--- config.mk ---
export PLATFORM = sky130hd
export DESIGN_NAME = sisc_mc_ctrl
export DESIGN_NICKNAME = d
export VERILOG_FILES = /design/src/rtl/sisc_pkg.sv /design/src/rtl/sisc_mc_ctrl_br_cond.sv /design/src/rtl/sisc_mc_ctrl.sv
export SDC_FILE = /design/constraint.sdc
export NUM_CORES = 1
export LEC_CHECK = 0
export ABC_AREA = 1
export CAP_MARGIN = 20
export CORE_UTILIZATION = 45
export CTS_BUF_LIST = sky130_fd_sc_hd__clkbuf_2
export DETAILED_ROUTE_END_ITERATION = 16
export PLACE_DENSITY = 0.77
export SYNTH_ARGS = -nofsm -noshare
export SYNTH_HDL_FRONTEND = slang
export SYNTH_SLANG_ARGS = --single-unit
--- constraint.sdc ---
create_clock -name clk -period 1.4 [get_ports clk]
set_input_delay 0.21 -clock clk [delete_from_list [all_inputs] [get_ports clk]]
set_output_delay 0.21 -clock clk [all_outputs]
set_load 0.05 [all_outputs]
--- src/rtl/sisc_pkg.sv ---
// Shared SISC definitions: opcodes, ALU operation encodings and controller states.
package sisc_pkg;

    localparam logic [3:0] OP_NOP    = 4'h0;
    localparam logic [3:0] OP_ALU_RR = 4'h1;
    localparam logic [3:0] OP_ALU_RI = 4'h2;
    localparam logic [3:0] OP_BRA    = 4'h4;
    localparam logic [3:0] OP_BRR    = 4'h5;
    localparam logic [3:0] OP_BNE    = 4'h6;
    localparam logic [3:0] OP_BNR    = 4'h7;
    localparam logic [3:0] OP_LOD    = 4'h8;
    localparam logic [3:0] OP_STR    = 4'h9;
    localparam logic [3:0] OP_HLT    = 4'hF;

    localparam logic [1:0] ALU_NONE = 2'b00;
    localparam logic [1:0] ALU_RR   = 2'b01;
    localparam logic [1:0] ALU_RI   = 2'b10;
    localparam logic [1:0] ALU_ADDR = 2'b11;

    typedef enum logic [2:0] {
        S_RESET,
        S_FETCH,
        S_DECODE,
        S_EXEC,
        S_MEM,
        S_WB,
        S_HALT,
        S_ERR
    } state_t;

endpackage

--- src/rtl/sisc_mc_ctrl_br_cond.sv ---
// Branch-taken evaluation: BRA/BRR take on any masked status bit set,
// BNE/BNR take when none are set; non-branch opcodes never take.
module br_cond
    import sisc_pkg::*;
(
    input  logic [3:0] opcode,
    input  logic [3:0] mm,
    input  logic [3:0] stat,
    output logic       taken
);

    always_comb begin
        taken = 1'b0;
        case (opcode)
            OP_BRA, OP_BRR: taken = |(stat & mm);
            OP_BNE, OP_BNR: taken = ~|(stat & mm);
            default:        taken = 1'b0;
        endcase
    end

endmodule

--- src/rtl/sisc_mc_ctrl.sv ---
// Multi-cycle SISC sequencing controller with a bounded req/ack data-memory handshake.
// Every control output is a flop loaded with the decode of the state being entered.
module sisc_mc_ctrl
    import sisc_pkg::*;
#(
    parameter int DM_TIMEOUT = 15
) (
    input  logic       clk,
    input  logic       rst_f,
    input  logic [3:0] opcode,
    input  logic [3:0] mm,
    input  logic [3:0] stat,
    input  logic       dm_ack,
    output logic       rf_we,
    output logic [1:0] alu_op,
    output logic       wb_sel,
    output logic       rb_sel,
    output logic       stat_en,
    output logic       pc_sel,
    output logic       pc_write,
    output logic       pc_rst,
    output logic       ir_load,
    output logic       br_sel,
    output logic       dm_req,
    output logic       dm_we,
    output logic       halted,
    output logic       bus_err
);

    localparam int CW = $clog2(DM_TIMEOUT + 1);
    localparam logic [CW-1:0] LIMIT = CW'(DM_TIMEOUT);

    state_t        state_q, state_d;
    logic [CW-1:0] cnt_q, cnt_d;
    logic [CW-1:0] cnt_inc;
    logic          taken;

    logic       rf_we_q, rf_we_d;
    logic [1:0] alu_op_q, alu_op_d;
    logic       wb_sel_q, wb_sel_d;
    logic       rb_sel_q, rb_sel_d;
    logic       stat_en_q, stat_en_d;
    logic       pc_sel_q, pc_sel_d;
    logic       pc_write_q, pc_write_d;
    logic       pc_rst_q, pc_rst_d;
    logic       ir_load_q, ir_load_d;
    logic       br_sel_q, br_sel_d;
    logic       dm_req_q, dm_req_d;
    logic       dm_we_q, dm_we_d;
    logic       halted_q, halted_d;
    logic       bus_err_q, bus_err_d;

    br_cond u_br_cond (
        .opcode (opcode),
        .mm     (mm),
        .stat   (stat),
        .taken  (taken)
    );

    assign cnt_inc = cnt_q + 1'b1;

    // Ack is checked before the limit so an ack in the final allowed cycle still completes.
    always_comb begin
        state_d = state_q;
        cnt_d   = cnt_q;
        case (state_q)
            S_RESET:  state_d = S_FETCH;
            S_FETCH:  state_d = S_DECODE;
            S_DECODE: state_d = S_EXEC;
            S_EXEC: begin
                case (opcode)
                    OP_LOD, OP_STR: begin
                        state_d = S_MEM;
                        cnt_d   = '0;
                    end
                    OP_ALU_RR, OP_ALU_RI: state_d = S_WB;
                    OP_HLT:               state_d = S_HALT;
                    default:              state_d = S_FETCH;
                endcase
            end
            S_MEM: begin
                if (dm_ack) begin
                    state_d = (opcode == OP_LOD) ? S_WB : S_FETCH;
                end else if (cnt_inc == LIMIT) begin
                    state_d = S_ERR;
                end else begin
                    cnt_d = cnt_inc;
                end
            end
            S_WB:    state_d = S_FETCH;
            S_HALT:  state_d = S_HALT;
            S_ERR:   state_d = S_ERR;
            default: state_d = S_RESET;
        endcase
    end

    // Decode keyed on the next state; the address-calc ALU op is held through MEM.
    always_comb begin
        rf_we_d    = 1'b0;
        alu_op_d   = ALU_NONE;
        wb_sel_d   = 1'b0;
        rb_sel_d   = 1'b0;
        stat_en_d  = 1'b0;
        pc_sel_d   = 1'b0;
        pc_write_d = 1'b0;
        pc_rst_d   = 1'b0;
        ir_load_d  = 1'b0;
        br_sel_d   = 1'b0;
        dm_req_d   = 1'b0;
        dm_we_d    = 1'b0;
        halted_d   = 1'b0;
        bus_err_d  = 1'b0;
        case (state_d)
            S_RESET: pc_rst_d = 1'b1;
            S_FETCH: begin
                ir_load_d  = 1'b1;
                pc_write_d = 1'b1;
            end
            S_EXEC: begin
                case (opcode)
                    OP_ALU_RR: begin
                        alu_op_d  = ALU_RR;
                        stat_en_d = 1'b1;
                    end
                    OP_ALU_RI: begin
                        alu_op_d  = ALU_RI;
                        stat_en_d = 1'b1;
                    end
                    OP_BRA, OP_BRR, OP_BNE, OP_BNR: begin
                        pc_sel_d   = taken;
                        pc_write_d = taken;
                        br_sel_d   = taken && (opcode == OP_BRA || opcode == OP_BNE);
                    end
                    OP_LOD: alu_op_d = ALU_ADDR;
                    OP_STR: begin
                        alu_op_d = ALU_ADDR;
                        rb_sel_d = 1'b1;
                    end
                    default: ;
                endcase
            end
            S_MEM: begin
                alu_op_d = ALU_ADDR;
                dm_req_d = 1'b1;
                dm_we_d  = (opcode == OP_STR);
                rb_sel_d = (opcode == OP_STR);
            end
            S_WB: begin
                rf_we_d = 1'b1;
                if (opcode == OP_LOD) begin
                    wb_sel_d = 1'b1;
                end else begin
                    alu_op_d = (opcode == OP_ALU_RI) ? ALU_RI : ALU_RR;
                end
            end
            S_HALT: halted_d = 1'b1;
            S_ERR: begin
                halted_d  = 1'b1;
                bus_err_d = 1'b1;
            end
            default: ;
        endcase
    end

    always_ff @(posedge clk or posedge rst_f) begin
        if (rst_f) begin
            state_q    <= S_RESET;
            cnt_q      <= '0;
            rf_we_q    <= 1'b0;
            alu_op_q   <= ALU_NONE;
            wb_sel_q   <= 1'b0;
            rb_sel_q   <= 1'b0;
            stat_en_q  <= 1'b0;
            pc_sel_q   <= 1'b0;
            pc_write_q <= 1'b0;
            pc_rst_q   <= 1'b1;
            ir_load_q  <= 1'b0;
            br_sel_q   <= 1'b0;
            dm_req_q   <= 1'b0;
            dm_we_q    <= 1'b0;
            halted_q   <= 1'b0;
            bus_err_q  <= 1'b0;
        end else begin
            state_q    <= state_d;
            cnt_q      <= cnt_d;
            rf_we_q    <= rf_we_d;
            alu_op_q   <= alu_op_d;
            wb_sel_q   <= wb_sel_d;
            rb_sel_q   <= rb_sel_d;
            stat_en_q  <= stat_en_d;
            pc_sel_q   <= pc_sel_d;
            pc_write_q <= pc_write_d;
            pc_rst_q   <= pc_rst_d;
            ir_load_q  <= ir_load_d;
            br_sel_q   <= br_sel_d;
            dm_req_q   <= dm_req_d;
            dm_we_q    <= dm_we_d;
            halted_q   <= halted_d;
            bus_err_q  <= bus_err_d;
        end
    end

    assign rf_we    = rf_we_q;
    assign alu_op   = alu_op_q;
    assign wb_sel   = wb_sel_q;
    assign rb_sel   = rb_sel_q;
    assign stat_en  = stat_en_q;
    assign pc_sel   = pc_sel_q;
    assign pc_write = pc_write_q;
    assign pc_rst   = pc_rst_q;
    assign ir_load  = ir_load_q;
    assign br_sel   = br_sel_q;
    assign dm_req   = dm_req_q;
    assign dm_we    = dm_we_q;
    assign halted   = halted_q;
    assign bus_err  = bus_err_q;

endmodule

==> impl_metrics.prom <==
# TYPE chip_impl_metric gauge
chip_impl_info{name="outcome",value="finished, violations left"} 1
chip_impl_info{name="failed_checks",value="setup timing"} 1
chip_impl_metric{name="synth-seq-area-share",unit="%"} 45.4
chip_impl_info{name="critical_path_class",value="reg2reg"} 1
chip_impl_info{name="grt_busiest_layer",value="met2"} 1
chip_impl_metric{name="finalWorstPathRequiredPeriod",unit="ns"} 1.53
chip_impl_metric{name="overflow",unit=""} 0
chip_impl_metric{name="clk_pin_slew_worst_setup_hold_paths",unit="ns"} 0.20
chip_impl_metric{name="overall_power_of_the_completed_layout",unit="uW"} 1030
chip_impl_info{name="tritoncts",value="yes"} 1
chip_impl_metric{name="floorplan.core_area",unit="mm^2"} 0.00252
chip_impl_metric{name="post_dp_cell_area",unit="mm^2"} 0.00179
chip_impl_info{name="regMostFlops",value="cnt_q"} 1
chip_impl_metric{name="last_weighted_congestion_value_of_the_routability_driven_placer",unit=""} 0.840
chip_impl_metric{name="grt_max_degree",unit=""} 23
chip_impl_metric{name="postRouteWirelength",unit="mm"} 2.69
chip_impl_metric{name="largest_register_ff_count",unit=""} 4
chip_impl_metric{name="die_area",unit="mm^2"} 0.00291
chip_impl_metric{name="number_of_nets_in_the_layout",unit=""} 209
chip_impl_metric{name="seq_area",unit="um^2"} 552
chip_impl_info{name="synth_top_area_cell",value="sky130_fd_sc_hd__dfrtp_1"} 1
chip_impl_metric{name="fmaxAchievable",unit="GHz"} 0.655
chip_impl_metric{name="port_buffers",unit=""} 29
chip_impl_metric{name="finClkSkew",unit="ns"} 0.0126
chip_impl_metric{name="drc_errors",unit=""} 0
chip_impl_metric{name="syn-num-nets",unit=""} 158
chip_impl_info{name="timing.rr.start",value="cnt_q[0]"} 1
chip_impl_info{name="ctsRootBufferMaster",value="sky130_fd_sc_hd__clkbuf_2"} 1
chip_impl_metric{name="antenna_diodes",unit=""} 0
chip_impl_metric{name="register_to_register_path_depth",unit=""} 11
chip_impl_metric{name="timing.setup.tns",unit="ns"} -0.834
chip_impl_metric{name="met3_usage",unit="%"} 3.39
chip_impl_metric{name="fillCellCount",unit=""} 183
chip_impl_metric{name="slew_violations",unit=""} 0
chip_impl_metric{name="crit_arrival",unit="ns"} 1.76
chip_impl_metric{name="multi_input_combinational_cell_area",unit="um^2"} 607
chip_impl_metric{name="dp_cells",unit=""} 213
chip_impl_metric{name="final_cell_area",unit="mm^2"} 0.00189
chip_impl_metric{name="synthDistinctLibCells",unit=""} 29
chip_impl_info{name="post_synth_main_area_contributors",value="sky130_fd_sc_hd__dfrtp_1 (43%), sky130_fd_sc_hd__nand2_1 (11%), sky130_fd_sc_hd__inv_1 (4.6%)"} 1
chip_impl_metric{name="vdd_ir_drop_max",unit="mV"} 0.806
chip_impl_metric{name="synthDominantCellAreaShare",unit="%"} 43.3
chip_impl_metric{name="regToRegSetupSlack",unit="ns"} -0.13
chip_impl_metric{name="number_of_global_route_vias_before_repair",unit=""} 968
chip_impl_info{name="crit_path_end_kind",value="flop"} 1
chip_impl_metric{name="drive_above_1_share",unit="%"} 42.9
chip_impl_info{name="startpoint_type",value="flop"} 1
chip_impl_info{name="rr_endpoint",value="alu_op[1]"} 1
chip_impl_metric{name="grt_antenna_before_repair",unit=""} 0
chip_impl_metric{name="ctsHtreeMaxLevel",unit=""} 1
chip_impl_metric{name="std_cell_rows",unit=""} 18
chip_impl_metric{name="start_util",unit="%"} 48.2
chip_impl_metric{name="post_drt_via_cell_ratio",unit=""} 4.77
chip_impl_metric{name="grt_first_pass_wirelength",unit="mm"} 4.20
chip_impl_metric{name="stdcell_count",unit=""} 221
chip_impl_metric{name="cap_viol_max_count",unit=""} 0
chip_impl_metric{name="max-clock-path-buffers",unit=""} 2
chip_impl_metric{name="route.vias.total",unit=""} 1055
chip_impl_metric{name="synthesis.instances",unit=""} 141
chip_impl_metric{name="synth_area",unit="mm^2"} 0.00121
chip_impl_metric{name="holdWs",unit="ns"} 0.176
chip_impl_metric{name="synth_warnings",unit=""} 0
chip_impl_metric{name="area_delta_synth_final",unit="%"} 55.3
chip_impl_metric{name="syn-mean-instance-area",unit="um^2"} 8.62
chip_impl_metric{name="fin_crit_sh",unit="%"} 109
chip_impl_metric{name="floorplan.die.height",unit="um"} 54.0
chip_impl_metric{name="chipWidth",unit="um"} 54.0
chip_impl_info{name="holdCritPathClass",value="in2async"} 1
chip_impl_metric{name="groute.layer.met1.usage",unit="%"} 23.6
chip_impl_metric{name="cts-buffers-inserted",unit=""} 3
chip_impl_metric{name="timing.critical_path.required",unit="ns"} 1.63
chip_impl_metric{name="cts_sinks",unit=""} 22
chip_impl_metric{name="final-setup-viol-count",unit=""} 14
chip_impl_metric{name="use_met2",unit="%"} 38.9
chip_impl_info{name="rsz_0062_raised_after_global_routing",value="yes"} 1
chip_impl_metric{name="p_leak",unit="uW"} 0.000943
chip_impl_metric{name="ys_seq_elements",unit=""} 22
chip_impl_metric{name="final_hold_violation_count",unit=""} 0
chip_impl_metric{name="dp_hpwl",unit="mm"} 2.18
chip_impl_metric{name="drt-wirelength-per-cell",unit="um"} 12.2
chip_impl_metric{name="clkLatencyLatePin",unit="ns"} 0.32
chip_impl_metric{name="postLayoutSetupSlackWorst",unit="ns"} -0.128
chip_impl_metric{name="critical_path.max_fanout",unit=""} 8
chip_impl_metric{name="drtAntennaViolNets",unit=""} 0
chip_impl_metric{name="gr-usage-all-layers",unit="%"} 20.8
chip_impl_metric{name="drt-pass1-iter-count",unit=""} 4
chip_impl_metric{name="detailedRoute.firstIterationViolations",unit=""} 4
chip_impl_metric{name="power_density",unit="mW/mm^2"} 548
chip_impl_metric{name="floorplan.io_pins",unit=""} 30
per-stage QoR:
step | utilization [%] | setup WS [ns]
after global routing | 74.8 | -0.216
final | 74.8 | -0.128
after floorplan | - | 0.00311
after CTS | 73.2 | -0.0988
after global placement | 71.1 | -0.236
after detailed placement | 71.1 | -0.267
report_power, final:
| group | internal (uW) | switching, uW |
|---|---|---|
| registers | 642 | 3.90 |
| logic | 75.9 | 67.1 |
| clock network | 62.1 | 184 |
cells in the mapped netlist:
library cell / count
sky130_fd_sc_hd__inv_2: 8
sky130_fd_sc_hd__nand4_1: 4
sky130_fd_sc_hd__o21ai_1: 2
sky130_fd_sc_hd__ha_1: 2
sky130_fd_sc_hd__nand2_1: 34
sky130_fd_sc_hd__nor3_2: 1
sky130_fd_sc_hd__dfrtp_1: 21
sky130_fd_sc_hd__nor2_4: 4
sky130_fd_sc_hd__nor3_1: 1
sky130_fd_sc_hd__or2_1: 1
sky130_fd_sc_hd__a22o_1: 2
sky130_fd_sc_hd__nor2_8: 1
sky130_fd_sc_hd__conb_1: 1
sky130_fd_sc_hd__a31oi_1: 1
sky130_fd_sc_hd__o21ai_0: 1
sky130_fd_sc_hd__nor2_1: 12
sky130_fd_sc_hd__nand2_4: 4
sky130_fd_sc_hd__inv_4: 1
sky130_fd_sc_hd__nand2_2: 5
sky130_fd_sc_hd__o22ai_2: 1
sky130_fd_sc_hd__nand3_2: 2
sky130_fd_sc_hd__dfstp_2: 1
sky130_fd_sc_hd__a21oi_1: 3
sky130_fd_sc_hd__inv_1: 15
sky130_fd_sc_hd__nand3_1: 4
sky130_fd_sc_hd__nor2_2: 1
sky130_fd_sc_hd__o21ai_2: 6
sky130_fd_sc_hd__a21boi_1: 1
sky130_fd_sc_hd__inv_6: 1
metal layers:
layer | vias to the layer above | share of wire, %
li1 | 539 | -
met1 | 484 | 40
met2 | 26 | 55
met3 | 6 | 3.3
met4 | 0 | 2.0
met5 | - | 0
placed cells by master, fill, tap and decap left out, drive strengths merged:
cell	netlist	final
or2	1	1
o22ai	1	1
inv	25	25
nand3	6	6
buf	0	32
clkdlybuf4s50	0	14
nor2	18	18
ha	2	2
o21ai	9	9
clkbuf	0	3
nor3	2	2
nand4	4	4
a31oi	1	1
a21boi	1	1
conb	1	1
nand2	43	43
a22o	2	2
dfstp	1	1
a21oi	3	3
dfrtp	21	21
clkinv	0	1
worst max-delay path, stage by stage, from the launching register on:
cell	delay, ns
sky130_fd_sc_hd__dfrtp_1	0.46
sky130_fd_sc_hd__inv_1	0.10
sky130_fd_sc_hd__ha_2	0.18
sky130_fd_sc_hd__inv_1	0.06
sky130_fd_sc_hd__nor2_4	0.12
sky130_fd_sc_hd__nand3_2	0.10
sky130_fd_sc_hd__nand2_4	0.10
sky130_fd_sc_hd__nor2_8	0.05
sky130_fd_sc_hd__inv_8	0.10
sky130_fd_sc_hd__o21ai_2	0.06
sky130_fd_sc_hd__inv_2	0.04
sky130_fd_sc_hd__nand2_1	0.04
worst max path at each step:
stage              start         to  slack, ns  cells past startpoint
2_1_floorplan   cnt_q[0]  alu_op[1]      0.003                     12
3_5_place_dp   opcode[2]   pc_write      -0.27                     12
5_1_grt         cnt_q[0]   pc_write      -0.22                     10
4_1_cts         cnt_q[0]     wb_sel       -0.1                     10
6_report        cnt_q[0]  alu_op[1]      -0.13                     11
3_3_place_gp   opcode[2]  alu_op[0]      -0.24                      8
area by class of cell:
cell class              count  share of cell area (%)
multi-input cells          94                    32.2
flip-flops and latches     22                    29.2
repair buffers             46                    30.1
clock buffers               3                   0.796
inverters                  25                    5.50
well taps                  30                    1.99
clock inverters             1                   0.199
logic make-up after synthesis:
group | count (synthesis) | synth area share (%)
simple gates | 74 | 33.5
buf+inv | 25 | 8.34
flops | 22 | 45.4
compound gates | 17 | 10.4
fa+ha+maj | 2 | 2.06
other cells | 1 | 0.309
repair_timing:
item                       CTS  global route
pin swaps                    2             5
setup buffers                3             1
hold buffers                 0             0
resized for setup            4            10
setup endpoints to repair   13            19
No activity file was read; power rests on OpenSTA's default activity.
